### src/rtl/image_pkg.sv
// image_pkg: shared image geometry defaults, assembler FSM encoding and slot helper
package image_pkg;
    localparam int IMAGE_HEIGHT = 4;
    localparam int IMAGE_WIDTH  = 4;
    localparam int DATA_WIDTH   = 8;

    typedef enum logic [1:0] {
        IDLE = 2'd0,
        FILL = 2'd1,
        HOLD = 2'd2
    } fa_state_e;

    // Slot 0 sits in the MSB byte so the downstream serializer can shift MSB-first
    function automatic int slot_msb(input int n, input int k);
        return 8 * (n - k) - 1;
    endfunction
endpackage

### src/rtl/pixel_position_counter.sv
// pixel_position_counter: row-major row/col/slot index tracker for the frame assembler
module pixel_position_counter #(
    parameter int imageheight = 4,
    parameter int imageWidth  = 4
) (
    input  logic        clk,
    input  logic        reset,
    input  logic        clear,
    input  logic        advance,
    output logic [15:0] row,
    output logic [15:0] col,
    output logic [15:0] index,
    output logic        last
);
    localparam int N = imageheight * imageWidth;

    logic [15:0] row_q, col_q, idx_q;
    logic [15:0] row_d, col_d, idx_d;
    logic [15:0] row_b, col_b, idx_b;
    logic        col_end;

    // clear rebases to slot 0 before an advance in the same cycle consumes it
    always_comb begin
        row_b   = clear ? 16'd0 : row_q;
        col_b   = clear ? 16'd0 : col_q;
        idx_b   = clear ? 16'd0 : idx_q;
        col_end = col_b == 16'(imageWidth - 1);
        row_d   = row_b;
        col_d   = col_b;
        idx_d   = idx_b;
        if (advance) begin
            col_d = col_end ? 16'd0 : col_b + 16'd1;
            row_d = !col_end ? row_b : (row_b == 16'(imageheight - 1)) ? 16'd0 : row_b + 16'd1;
            idx_d = (idx_b == 16'(N - 1)) ? 16'd0 : idx_b + 16'd1;
        end
    end

    // position registers; wrap past the last slot lands back on 0
    always_ff @(posedge clk or negedge reset) begin
        if (!reset) begin
            row_q <= '0;
            col_q <= '0;
            idx_q <= '0;
        end else begin
            row_q <= row_d;
            col_q <= col_d;
            idx_q <= idx_d;
        end
    end

    assign row   = row_q;
    assign col   = col_q;
    assign index = idx_q;
    assign last  = idx_q == 16'(N - 1);
endmodule

### src/rtl/frame_assembler.sv
// frame_assembler: packs a pixel byte stream into a full frame word held until ack;
// optional frame checksum enabled by defining FRAME_CHECKSUM_EN
module frame_assembler #(
    parameter int imageheight = image_pkg::IMAGE_HEIGHT,
    parameter int imageWidth  = image_pkg::IMAGE_WIDTH,
    parameter int data_width  = image_pkg::DATA_WIDTH
) (
    input  logic                                clk,
    input  logic                                reset,
    input  logic                                pix_valid,
    input  logic                                pix_sof,
    input  logic [data_width-1:0]               pix_data,
    output logic                                pix_ready,
    input  logic                                frame_ack,
    output logic [8*imageheight*imageWidth-1:0] frame_data,
    output logic                                frame_valid,
    output logic [15:0]                         row,
    output logic [15:0]                         col,
    output logic                                sof_err,
    output logic [15:0]                         frame_sum
);
    import image_pkg::*;

    localparam int N = imageheight * imageWidth;

    fa_state_e          state_q;
    logic               pix_ready_q, frame_valid_q, sof_err_q;
    logic [8*N-1:0]     frame_q;
    logic [15:0]        index, slot;
    logic               last, accept, wr, done;

    assign accept = pix_valid & pix_ready_q;
    assign wr     = accept & (pix_sof | (state_q == FILL));
    assign slot   = pix_sof ? 16'd0 : index;
    assign done   = wr & (pix_sof ? (N == 1) : last);

    pixel_position_counter #(
        .imageheight(imageheight),
        .imageWidth (imageWidth)
    ) u_pos (
        .clk    (clk),
        .reset  (reset),
        .clear  (accept & pix_sof),
        .advance(wr),
        .row    (row),
        .col    (col),
        .index  (index),
        .last   (last)
    );

    // FSM with registered handshake/status outputs and frame storage
    always_ff @(posedge clk or negedge reset) begin
        if (!reset) begin
            state_q       <= IDLE;
            pix_ready_q   <= 1'b0;
            frame_valid_q <= 1'b0;
            sof_err_q     <= 1'b0;
            frame_q       <= '0;
        end else begin
            sof_err_q <= sof_err_q | (accept & (pix_sof ? (state_q == FILL) : (state_q == IDLE)));
            if (wr)
                frame_q[slot_msb(N, int'(slot)) -: 8] <= pix_data[7:0];
            case (state_q)
                HOLD: if (frame_ack) begin
                    state_q       <= IDLE;
                    frame_valid_q <= 1'b0;
                    pix_ready_q   <= 1'b1;
                end
                default: begin
                    if (wr) state_q <= done ? HOLD : FILL;
                    frame_valid_q <= done;
                    pix_ready_q   <= !done;
                end
            endcase
        end
    end

`ifdef FRAME_CHECKSUM_EN
    logic [15:0] sum_q;

    // running byte sum restarted by every accepted start-of-frame byte
    always_ff @(posedge clk or negedge reset) begin
        if (!reset)  sum_q <= '0;
        else if (wr) sum_q <= (pix_sof ? 16'd0 : sum_q) + 16'(pix_data[7:0]);
    end

    assign frame_sum = sum_q;
`else
    assign frame_sum = 16'd0;
`endif

    assign pix_ready   = pix_ready_q;
    assign frame_valid = frame_valid_q;
    assign sof_err     = sof_err_q;
    assign frame_data  = frame_q;
endmodule

### config.mk
export PLATFORM = sky130hd
export DESIGN_NAME = frame_assembler
export DESIGN_NICKNAME = d
export VERILOG_FILES = /design/src/rtl/image_pkg.sv /design/src/rtl/pixel_position_counter.sv /design/src/rtl/frame_assembler.sv
export SDC_FILE = /design/constraint.sdc
export NUM_CORES = 1
export LEC_CHECK = 0
export BUFFER_PORTS_ARGS = -buffer_cell sky130_fd_sc_hd__buf_2
export CAP_MARGIN = 5
export CORE_ASPECT_RATIO = 0.8
export CORE_MARGIN = 4
export CORE_UTILIZATION = 50
export CTS_CLUSTER_SIZE = 24
export DETAILED_ROUTE_END_ITERATION = 16
export GPL_TIMING_DRIVEN = 0
export MAX_ROUTING_LAYER = met4
export PLACE_DENSITY = 0.77
export SLEW_MARGIN = 40
export SYNTH_ARGS = -nofsm -noshare
export SYNTH_HDL_FRONTEND = slang
export SYNTH_SLANG_ARGS = --single-unit
### constraint.sdc
create_clock -name clk -period 4.7 [get_ports clk]
set_input_delay 0.235 -clock clk [delete_from_list [all_inputs] [get_ports clk]]
set_output_delay 0.235 -clock clk [all_outputs]
set_load 0.05 [all_outputs]
==> results of run 1 <==
[where the power goes]
part	switching, mW	internal [mW]
Clock	0.700	0.729
Sequential	0.128	1.78
Combinational	1.32	0.396
[cell usage after synthesis (3+ instances only)]
cell type / n / area share
o22ai_1: 3 / 0.0022
mux2_2: 38 / 0.049
nor4_4: 5 / 0.012
nand4_1: 63 / 0.045
o21ai_0: 89 / 0.051
or3b_2: 3 / 0.0030
buf_1: 4 / 0.0017
buf_4: 17 / 0.015
xnor2_1: 6 / 0.0060
nand3_1: 26 / 0.015
o21ai_1: 3 / 0.0017
a21oi_1: 15 / 0.0086
clkbuf_1: 39 / 0.017
o2111ai_1: 5 / 0.0050
o211ai_1: 3 / 0.0026
and4_1: 7 / 0.0070
nand2_1: 95 / 0.041
nor4_1: 17 / 0.012
nand2b_1: 4 / 0.0029
dfrtp_1: 181 / 0.52
and3_1: 16 / 0.011
ha_1: 4 / 0.0057
and2_1: 6 / 0.0043
o21a_1: 3 / 0.0026
mux2i_1: 32 / 0.037
a31oi_1: 4 / 0.0029
xor2_1: 22 / 0.022
inv_1: 42 / 0.018
nor3_1: 16 / 0.0092
nor2_1: 48 / 0.021
[final cells by class]
class	count	area, µm²	share of cell area
Multi-Input combinational cell	588	3790	0.357
Clock buffer	18	439	0.0414
Buffer	63	310	0.0292
Tap cell	220	275	0.0259
Antenna cell	1	2.50	0.000236
Inverter	42	158	0.0149
Sequential cell	181	4530	0.427
Timing Repair Buffer	178	953	0.0898
Clock inverter	14	156	0.0147
[final timing paths]
kind	startpoint	end	slack, ns	depth (start not counted)
max	u_pos.index[0]$_DFF_PN0_	frame_data[26]$_DFFE_PN0P_	0.48	12
min in group asynchronous	reset	u_pos.row[6]$_DFF_PN0_	0.24	2
max in group asynchronous	reset	frame_data[92]$_DFFE_PN0P_	3.43	4
max reg2reg	u_pos.index[0]$_DFF_PN0_	frame_data[26]$_DFFE_PN0P_	0.48	12
min reg2reg	frame_data[52]$_DFFE_PN0P_	frame_data[52]$_DFFE_PN0P_	0.48	2
min	frame_ack	frame_valid$_DFFE_PN0P_	0.09	4
[cell families after synthesis]
kind of cell / after synthesis / share of synthesized area
buffers and inverters: 105 / 0.0537
AND/OR/NAND/NOR: 321 / 0.201
XOR/XNOR: 29 / 0.0300
flip-flops: 181 / 0.520
multiplexers: 71 / 0.0877
other: 1 / 0.000431
adder cells (fa/ha/maj): 4 / 0.00575
AO/OA/AOI/OAI: 147 / 0.101
[per-layer routing]
layer,part of all wire,vias to the layer above,routed length (µm)
li1,-,3474,-
met3,0.091,41,2240
met4,0.021,0,525
met5,0,-,0
met2,0.45,377,11100
met1,0.44,3737,10700
[registers in the layout (all words and copies together) (netlist names)]
signal       count
frame_data     128
frame_valid      1
pix_ready        1
sof_err          1
state_q          2
u_pos.col       16
u_pos.index     16
u_pos.row       16
[worst max-delay path, cell delays in order, from the launching register on]
cell       delay, ns
dfrtp_1         0.45
clkbuf_1        0.27
inv_1           0.22
nor2_1          0.10
inv_1           0.21
ha_1            0.32
nor3b_1         0.36
o2111ai_1       0.29
nand2_1         0.24
clkbuf_1        0.37
nand4_1         0.23
nor4_4          0.64
mux2_2          0.41
[metrics by stage]
step	utilization	setup slack, ns	total power [mW]	instances	area [µm²]
after global routing	0.631	0.231	5.27	1305	10600
after CTS	0.631	0.624	5.07	1304	10600
after detailed placement	0.595	0.661	3.65	1271	10000
after global placement	0.589	0.475	3.60	1268	9910
final	0.631	0.477	5.05	1305	10600
after floorplan	-	1.38	3.19	874	8760
==> run_results.csv, run 1 <==
group,metric,value,unit
run_status,outcome,"finished clean",
worst_setup_path,cp.arrival,4.54,ns
worst_setup_path,startpoint_type,"flop",
finish,final_common_cell,"dfrtp_1",
sta,timing.final.crit_share,0.899,
sta,setup_viol,0,
sta,rsz0062_at_grt,"no",
finish,drive_above_1_share,0.268,
global_routing,grt_max_degree,78,
sta,finalClockSkew,0.0103,ns
worst_setup_path,crit_path_end_kind,"flop",
global_routing,globalRouteOverflowTotal,0,
routing,firstDrtPassIters,5,
clocking,postCtsSetupBuffers,0,
routing,via_per_inst,5.85,
yosys,netlist_area,0.00871,mm²
finish,nNetsFinal,1088,
worst_setup_path,path_max_fanout,10,
clocking,ctsHoldBuffers,1,
place,hpwl,17500,µm
global_routing,busiest_layer,"met1",
finish,nFillCells,1396,
die,die_h,126,µm
place,routabilityCongestion,0.911,
clocking,cts_max_level,4,
pwr,p_leak,5.11,nW
sta,fmax,237,MHz
routing,wl,24500,µm
die,rows,42,
global_routing,track_usage,0.259,
global_routing,grt_use_met3,0.0617,
clocking,numCtsBuffers,17,
yosys,yosys_register_bits,181,
worst_hold_path,hold_class,"input port to flop",
worst_setup_path,crit_type,"flop to flop",
global_routing,grt_pass1_vias,7268,
die,start_util,0.518,
die,die_area,0.0196,mm²
place,port_buffers,174,
die,io_pins,192,
clocking,clock_path_buffers,2,
routing,drcViolationCount,0,
clocking,clkTransAtPathRegs,0.07,ns
routing,wl_per_cell,18.8,µm
pwr,peakVddDrop,410,µV
clocking,clkLatencyLatePin,0.44,ns
sta,hold_viol,0,
yosys,ys_seq_area_frac,0.520,
clocking,cts_sinks,181,
yosys,async_reset_ff_frac,1.00,
job,maxCapViolations,0,
yosys,ys_warn_count,0,
sta,final.setup.tns,0,ns
yosys,syn_inst,859,
die,core-area,0.0168,mm²
finish,area_delta_synth_final,21.9,%
routing,dr_total_vias,7629,
sta,slew_headroom,0.425,
worst_setup_path,crit_required,5.02,ns
global_routing,grt.met2_usage,0.369,
global_routing,grtUsageMet1,0.370,
clocking,root_buffer,"clkbuf_16",
sta,hold_slack,0.0924,ns
routing,antenna_left,0,
global_routing,antenna_found_initial,1,
clocking,cts_resized,0,
sta,timing.final.crit_period,4.22,ns
yosys,synth_cell_types,64,
finish,layout_common_cells,"dfrtp_1, buf_2, nand2_1",
yosys,avgSynthCellArea,10.1,µm²
sta,tightest_slew,0.855,ns
die,die_w,156,µm
yosys,synth-edff-count,0,
pwr,power.density,476,mW/mm²
sta,slew_viol_final,0,
routing,drt_iter0_markers,778,
clocking,cts_tree,"built",
global_routing,grt_pass1_wl,39300,µm
yosys,ys.flop_type,"dfrtp_1",
No activity file was read; power rests on OpenSTA's default activity.
==> run 2: changes to the inputs <==
--- a/config.mk
+++ b/config.mk
@@ -9,12 +9,13 @@
 export CAP_MARGIN = 5
 export CORE_ASPECT_RATIO = 0.8
 export CORE_MARGIN = 4
-export CORE_UTILIZATION = 50
+export CORE_UTILIZATION = 35
 export CTS_CLUSTER_SIZE = 24
 export DETAILED_ROUTE_END_ITERATION = 16
 export GPL_TIMING_DRIVEN = 0
 export MAX_ROUTING_LAYER = met4
-export PLACE_DENSITY = 0.77
+export PLACE_DENSITY = 0.59
+export SKIP_CTS_REPAIR_TIMING = 1
 export SLEW_MARGIN = 40
 export SYNTH_ARGS = -nofsm -noshare
 export SYNTH_HDL_FRONTEND = slang
==> run 2 against run 1 <==
Hold slack better by 0.0015 ns. Highest routed layer unchanged. Setup slack better by 0.061 ns. Clock skew up 0.011 ns. Via count down 3.3%. Largest power group unchanged. Register-to-register slack better by 0.06 ns. Die area up 40%.
==> run_results.csv, run 2 (same netlist as run 1, synthesis figures left out) <==
group,metric,value,unit
run_status,outcome,"finished clean",
clocking,root_buffer,"clkbuf_16",
sta,timing.final.crit_period,4.16,ns
finish,area_delta_synth_final,24.2,%
finish,drive_above_1_share,0.271,
finish,finish.instance_area,0.0108,mm²
clocking,clkLatencyLatePin,0.45,ns
die,start_util,0.356,
routing,antenna_left,0,
place,dpl_cell_area,0.0101,mm²
worst_setup_path,path_delay_family,"buffers and inverters",
clocking,cts_max_level,4,
pwr,power.density,479,mW/mm²
sta,setup_viol,0,
die,core-area,0.0244,mm²
routing,drcViolationCount,0,
job,maxCapViolations,0,
worst_setup_path,crit_type,"flop to flop",
die,die_w,184,µm
clocking,cts_tree,"built",
global_routing,track_usage,0.196,
clocking,clock_path_buffers,2,
worst_setup_path,crit_required,5.05,ns
worst_setup_path,r2r-end,"frame_data[65]$_DFFE_PN0P_",
place,port_buffers,174,
worst_setup_path,startpoint_type,"flop",
finish,final_common_cell,"dfrtp_1",
worst_setup_path,reg2reg_depth,13,
finish,largest_reg_flops,128,
place,routabilityCongestion,0.872,
worst_setup_path,worstPathCellList,"clkbuf_1 -> inv_1 -> nor2_1 -> inv_1 -> ha_1 -> and4bb_2 -> o21ai_0 -> a21o_1 -> o311ai_1 -> clkbuf_1 -> clkbuf_1 -> nand4_1 -> o21ai_0",
place,hpwl,18800,µm
worst_setup_path,crit_path_end_kind,"flop",
worst_setup_path,path_max_fanout,10,
finish,nNetsFinal,1090,
worst_hold_path,hold_start,"frame_ack",
worst_setup_path,rrSetupSlack,0.54,ns
global_routing,antenna_found_initial,1,
die,die_h,149,µm
worst_setup_path,critPathSlowestCell,"o311ai_1",
worst_setup_path,cp.arrival,4.52,ns
routing,via_per_inst,5.25,
worst_setup_path,worst-path-buf-inv,5,
sta,finalClockSkew,0.0209,ns
sta,timing.final.crit_share,0.886,
sta,final.setup.tns,0,ns
sta,rsz0062_at_grt,"no",
global_routing,grt_max_degree,72,
worst_setup_path,reg2reg_from,"u_pos.index[0]$_DFF_PN0_",
die,rows,51,
global_routing,globalRouteOverflowTotal,0,
clocking,cts_sinks,181,
worst_hold_path,hold_path_depth,4,
worst_hold_path,holdPathEnd,"frame_valid$_DFFE_PN0P_",
global_routing,grt_pass1_vias,7127,
pwr,peakVddDrop,297,µV
worst_hold_path,hold_class,"input port to flop",
worst_setup_path,cp_slowest_stage_delay,0.66,ns
sta,fmax,240,MHz
routing,drt_iter0_markers,572,
routing,firstDrtPassIters,6,
die,io_pins,192,
worst_setup_path,cp_common_cell,"clkbuf_1",
global_routing,grt_pass1_wl,41100,µm
finish,layout_common_cells,"dfrtp_1, buf_2, nand2_1",
sta,tightest_slew,0.849,ns
die,die_area,0.0275,mm²
pwr,report.power.total,5.18,mW
sta,hold_viol,0,
sta,slew_headroom,0.429,
routing,dr_total_vias,7380,
routing,wl_per_cell,18.6,µm
clocking,numCtsBuffers,17,
finish,nFillCells,2363,
sta,slew_viol_final,0,
routing,wl,26100,µm
clocking,clkTransAtPathRegs,0.08,ns
pwr,p_leak,5.14,nW
==> run 2: cell types whose count changed in the layout (fill, tap and decap cells not counted), sizes merged <==
cell	previous run	this run
clkinvlp	1	0
inv	50	49
clkinv	5	7
buf	201	203
clkbuf	57	56
bufinv	0	1
==> run 2: worst max path at each step <==
stage	startpoint	end	slack, ns	depth (start not counted)
6_report	u_pos.index[0]$_DFF_PN0_	frame_data[65]$_DFFE_PN0P_	0.54	13
5_1_grt	u_pos.index[0]$_DFF_PN0_	frame_data[113]$_DFFE_PN0P_	0.28	13
4_1_cts	u_pos.index[0]$_DFF_PN0_	frame_data[36]$_DFFE_PN0P_	0.62	12
3_5_place_dp	pix_sof	frame_data[36]$_DFFE_PN0P_	0.59	12
3_3_place_gp	reset	frame_data[93]$_DFFE_PN0P_	0.29	1
2_1_floorplan	u_pos.index[0]$_DFF_PN0_	frame_data[112]$_DFFE_PN0P_	1.38	12
==> run 2: tightest hold or removal path: stages <==
cell and delay (ns):
buf_2 0.08, nor2_1 0.05, nand3_1 0.07, nand2_1 0.06
==> run 2: metal layers <==
layer / share of wire / routed length [µm] / up-vias / global-route usage
li1: - / - / 3472 / -
met1: 0.47 / 12300 / 3646 / 0.279
met2: 0.44 / 11500 / 248 / 0.279
met3: 0.080 / 2090 / 14 / 0.0551
met4: 0.0077 / 201 / 0 / 0.0407
met5: 0 / 0 / - / -
==> run 2: area by class of cell <==
cell class / count / area (µm²) / share of cell area
Sequential cell: 181 / 4530 / 0.419
Multi-Input combinational cell: 588 / 3800 / 0.352
Timing Repair Buffer: 180 / 968 / 0.0895
Clock buffer: 17 / 425 / 0.0393
Tap cell: 318 / 398 / 0.0368
Buffer: 63 / 310 / 0.0287
Clock inverter: 15 / 223 / 0.0206
Inverter: 42 / 158 / 0.0146
Antenna cell: 1 / 2.50 / 0.000231
==> run 2: metrics by stage <==
stage	setup slack (ns)	util	hold slack, ns	cells
floorplan	1.38	-	-0.0606	874
global placement	0.287	0.410	0.457	1366
detailed placement	0.594	0.415	0.178	1370
CTS	0.616	0.441	-0.309	1402
global route	0.285	0.443	0.117	1405
finish	0.538	0.443	0.0939	1405
==> run 2: report_power, final <==
part | internal [mW] | switching (mW)
Combinational | 0.398 | 1.32
Sequential | 1.78 | 0.126
Clock | 0.789 | 0.765
Total | 2.96 | 2.21
==> run 3: changes to the inputs <==
--- a/config.mk
+++ b/config.mk
@@ -6,10 +6,11 @@
 export NUM_CORES = 1
 export LEC_CHECK = 0
 export BUFFER_PORTS_ARGS = -buffer_cell sky130_fd_sc_hd__buf_2
-export CAP_MARGIN = 5
+export CAP_MARGIN = 10
 export CORE_ASPECT_RATIO = 0.8
 export CORE_MARGIN = 4
 export CORE_UTILIZATION = 35
+export CTS_BUF_LIST = sky130_fd_sc_hd__clkbuf_4 sky130_fd_sc_hd__clkbuf_8
 export CTS_CLUSTER_SIZE = 24
 export DETAILED_ROUTE_END_ITERATION = 16
 export GPL_TIMING_DRIVEN = 0
==> run 3 against run 2 <==
Sequential power is essentially flat. Critical path depth is the same. Utilization shrank 0.78 points. Die area is the same. Critical path type unchanged. Critical endpoint unchanged.
==> run_results.csv, run 3 (same netlist as run 1, synthesis figures left out) <==
group,metric,value,unit
sta,final.setup.tns,0,ns
worst_hold_path,hold_start,"frame_ack",
sta,fmax,239,MHz
sta,timing.final.crit_share,0.889,
worst_setup_path,reg2reg_from,"u_pos.index[0]$_DFF_PN0_",
job,maxCapViolations,0,
pwr,power.density,453,mW/mm²
worst_setup_path,r2r-end,"frame_data[65]$_DFFE_PN0P_",
finish,finish.instance_area,0.0106,mm²
worst_setup_path,worst-path-buf-inv,5,
routing,wl_per_cell,18.5,µm
worst_setup_path,crit_type,"flop to flop",
finish,drive_above_1_share,0.271,
clocking,clkLatencyLatePin,0.49,ns
routing,dr_total_vias,7331,
worst_setup_path,crit_path_end_kind,"flop",
global_routing,grt_pass1_wl,41000,µm
worst_hold_path,holdPathEnd,"frame_valid$_DFFE_PN0P_",
worst_hold_path,hold_path_depth,4,
finish,largest_reg_flops,128,
clocking,cts_sinks,181,
die,core-area,0.0244,mm²
worst_setup_path,path_delay_family,"buffers and inverters",
place,hpwl,18800,µm
global_routing,track_usage,0.195,
sta,tightest_slew,0.831,ns
worst_setup_path,crit_required,5.09,ns
die,die_area,0.0275,mm²
clocking,cts_max_level,4,
place,dpl_cell_area,0.0101,mm²
clocking,clock_path_buffers,2,
routing,firstDrtPassIters,6,
place,routabilityCongestion,0.872,
sta,hold_viol,0,
sta,setup_viol,0,
die,rows,51,
clocking,root_buffer,"clkbuf_8",
sta,finalClockSkew,0.0262,ns
routing,drt_iter0_markers,547,
die,die_h,149,µm
clocking,cts_tree,"built",
worst_setup_path,rrSetupSlack,0.52,ns
routing,via_per_inst,5.22,
place,port_buffers,174,
global_routing,globalRouteOverflowTotal,0,
finish,final_common_cell,"dfrtp_1",
worst_setup_path,critPathSlowestCell,"o311ai_1",
sta,rsz0062_at_grt,"no",
worst_setup_path,startpoint_type,"flop",
routing,drcViolationCount,0,
sta,slew_viol_final,0,
worst_setup_path,cp_common_cell,"clkbuf_1",
finish,nNetsFinal,1090,
global_routing,grt_max_degree,72,
die,die_w,184,µm
finish,nFillCells,2394,
worst_hold_path,hold_class,"input port to flop",
finish,layout_common_cells,"dfrtp_1, buf_2, nand2_1",
die,io_pins,192,
worst_setup_path,cp_slowest_stage_delay,0.65,ns
run_status,outcome,"finished clean",
pwr,report.power.total,4.82,mW
sta,slew_headroom,0.441,
die,start_util,0.356,
finish,area_delta_synth_final,22.0,%
worst_setup_path,path_max_fanout,10,
sta,timing.final.crit_period,4.18,ns
worst_setup_path,worstPathCellList,"clkbuf_1 -> inv_1 -> nor2_1 -> inv_1 -> ha_1 -> and4bb_2 -> o21ai_0 -> a21o_1 -> o311ai_1 -> clkbuf_1 -> clkbuf_1 -> nand4_1 -> o21ai_0",
pwr,p_leak,5.06,nW
worst_setup_path,reg2reg_depth,13,
routing,wl,26000,µm
pwr,peakVddDrop,309,µV
routing,antenna_left,0,
worst_setup_path,cp.arrival,4.57,ns
clocking,clkTransAtPathRegs,0.11,ns
global_routing,grt_pass1_vias,7129,
clocking,numCtsBuffers,17,
global_routing,antenna_found_initial,1,
[run 3: cell counts in the layout (fill, tap and decap cells not counted)]
Identical to the previous run, type by type.
[run 3: metal layers]
layer | wire length, µm | GRT usage | vias to the layer above
li1 | - | - | 3457
met2 | 11400 | 0.278 | 245
met5 | 0 | - | -
met4 | 303 | 0.0440 | 0
met1 | 12400 | 0.279 | 3607
met3 | 1880 | 0.0510 | 22
[run 3: tightest hold or removal path, cell delays in order]
cell and delay, ns:
buf_2 0.08, nor2_1 0.05, nand3_1 0.07, nand2_1 0.06
[run 3: layout make-up]
type / instances / area, µm² / area share
antenna: 1 / 2.50 / 0.000236
timing repair buffer: 180 / 968 / 0.0911
multi-input combinational: 588 / 3800 / 0.358
clock inverter: 15 / 223 / 0.0210
sequential: 181 / 4530 / 0.426
tap: 318 / 398 / 0.0374
inverter: 42 / 158 / 0.0148
clock buffer: 17 / 234 / 0.0220
buffer: 63 / 310 / 0.0292
[run 3: through the flow]
stage / setup slack [ns] / hold slack [ns] / util / instances
final: 0.520 / 0.0544 / 0.435 / 1405
after global routing: 0.276 / 0.0612 / 0.435 / 1405
after CTS: 0.612 / -0.371 / 0.433 / 1402
after detailed placement: 0.594 / 0.178 / 0.415 / 1370
after global placement: 0.287 / 0.457 / 0.410 / 1366
after floorplan: 1.38 / -0.0606 / - / 874
[run 3: worst max-delay path by stage]
stage | startpoint | depth (start not counted) | end
floorplan | u_pos.index[0]$_DFF_PN0_ | 12 | frame_data[112]$_DFFE_PN0P_
global placement | reset | 1 | frame_data[93]$_DFFE_PN0P_
detailed placement | pix_sof | 12 | frame_data[36]$_DFFE_PN0P_
CTS | u_pos.index[0]$_DFF_PN0_ | 12 | frame_data[36]$_DFFE_PN0P_
global route | u_pos.index[0]$_DFF_PN0_ | 13 | frame_data[71]$_DFFE_PN0P_
finish | u_pos.index[0]$_DFF_PN0_ | 13 | frame_data[65]$_DFFE_PN0P_
[run 3: power breakdown]
part / internal, mW / switching [mW] / total, mW
Combinational: 0.398 / 1.32 / 1.72
Clock: 0.475 / 0.720 / 1.20
Sequential: 1.78 / 0.126 / 1.90
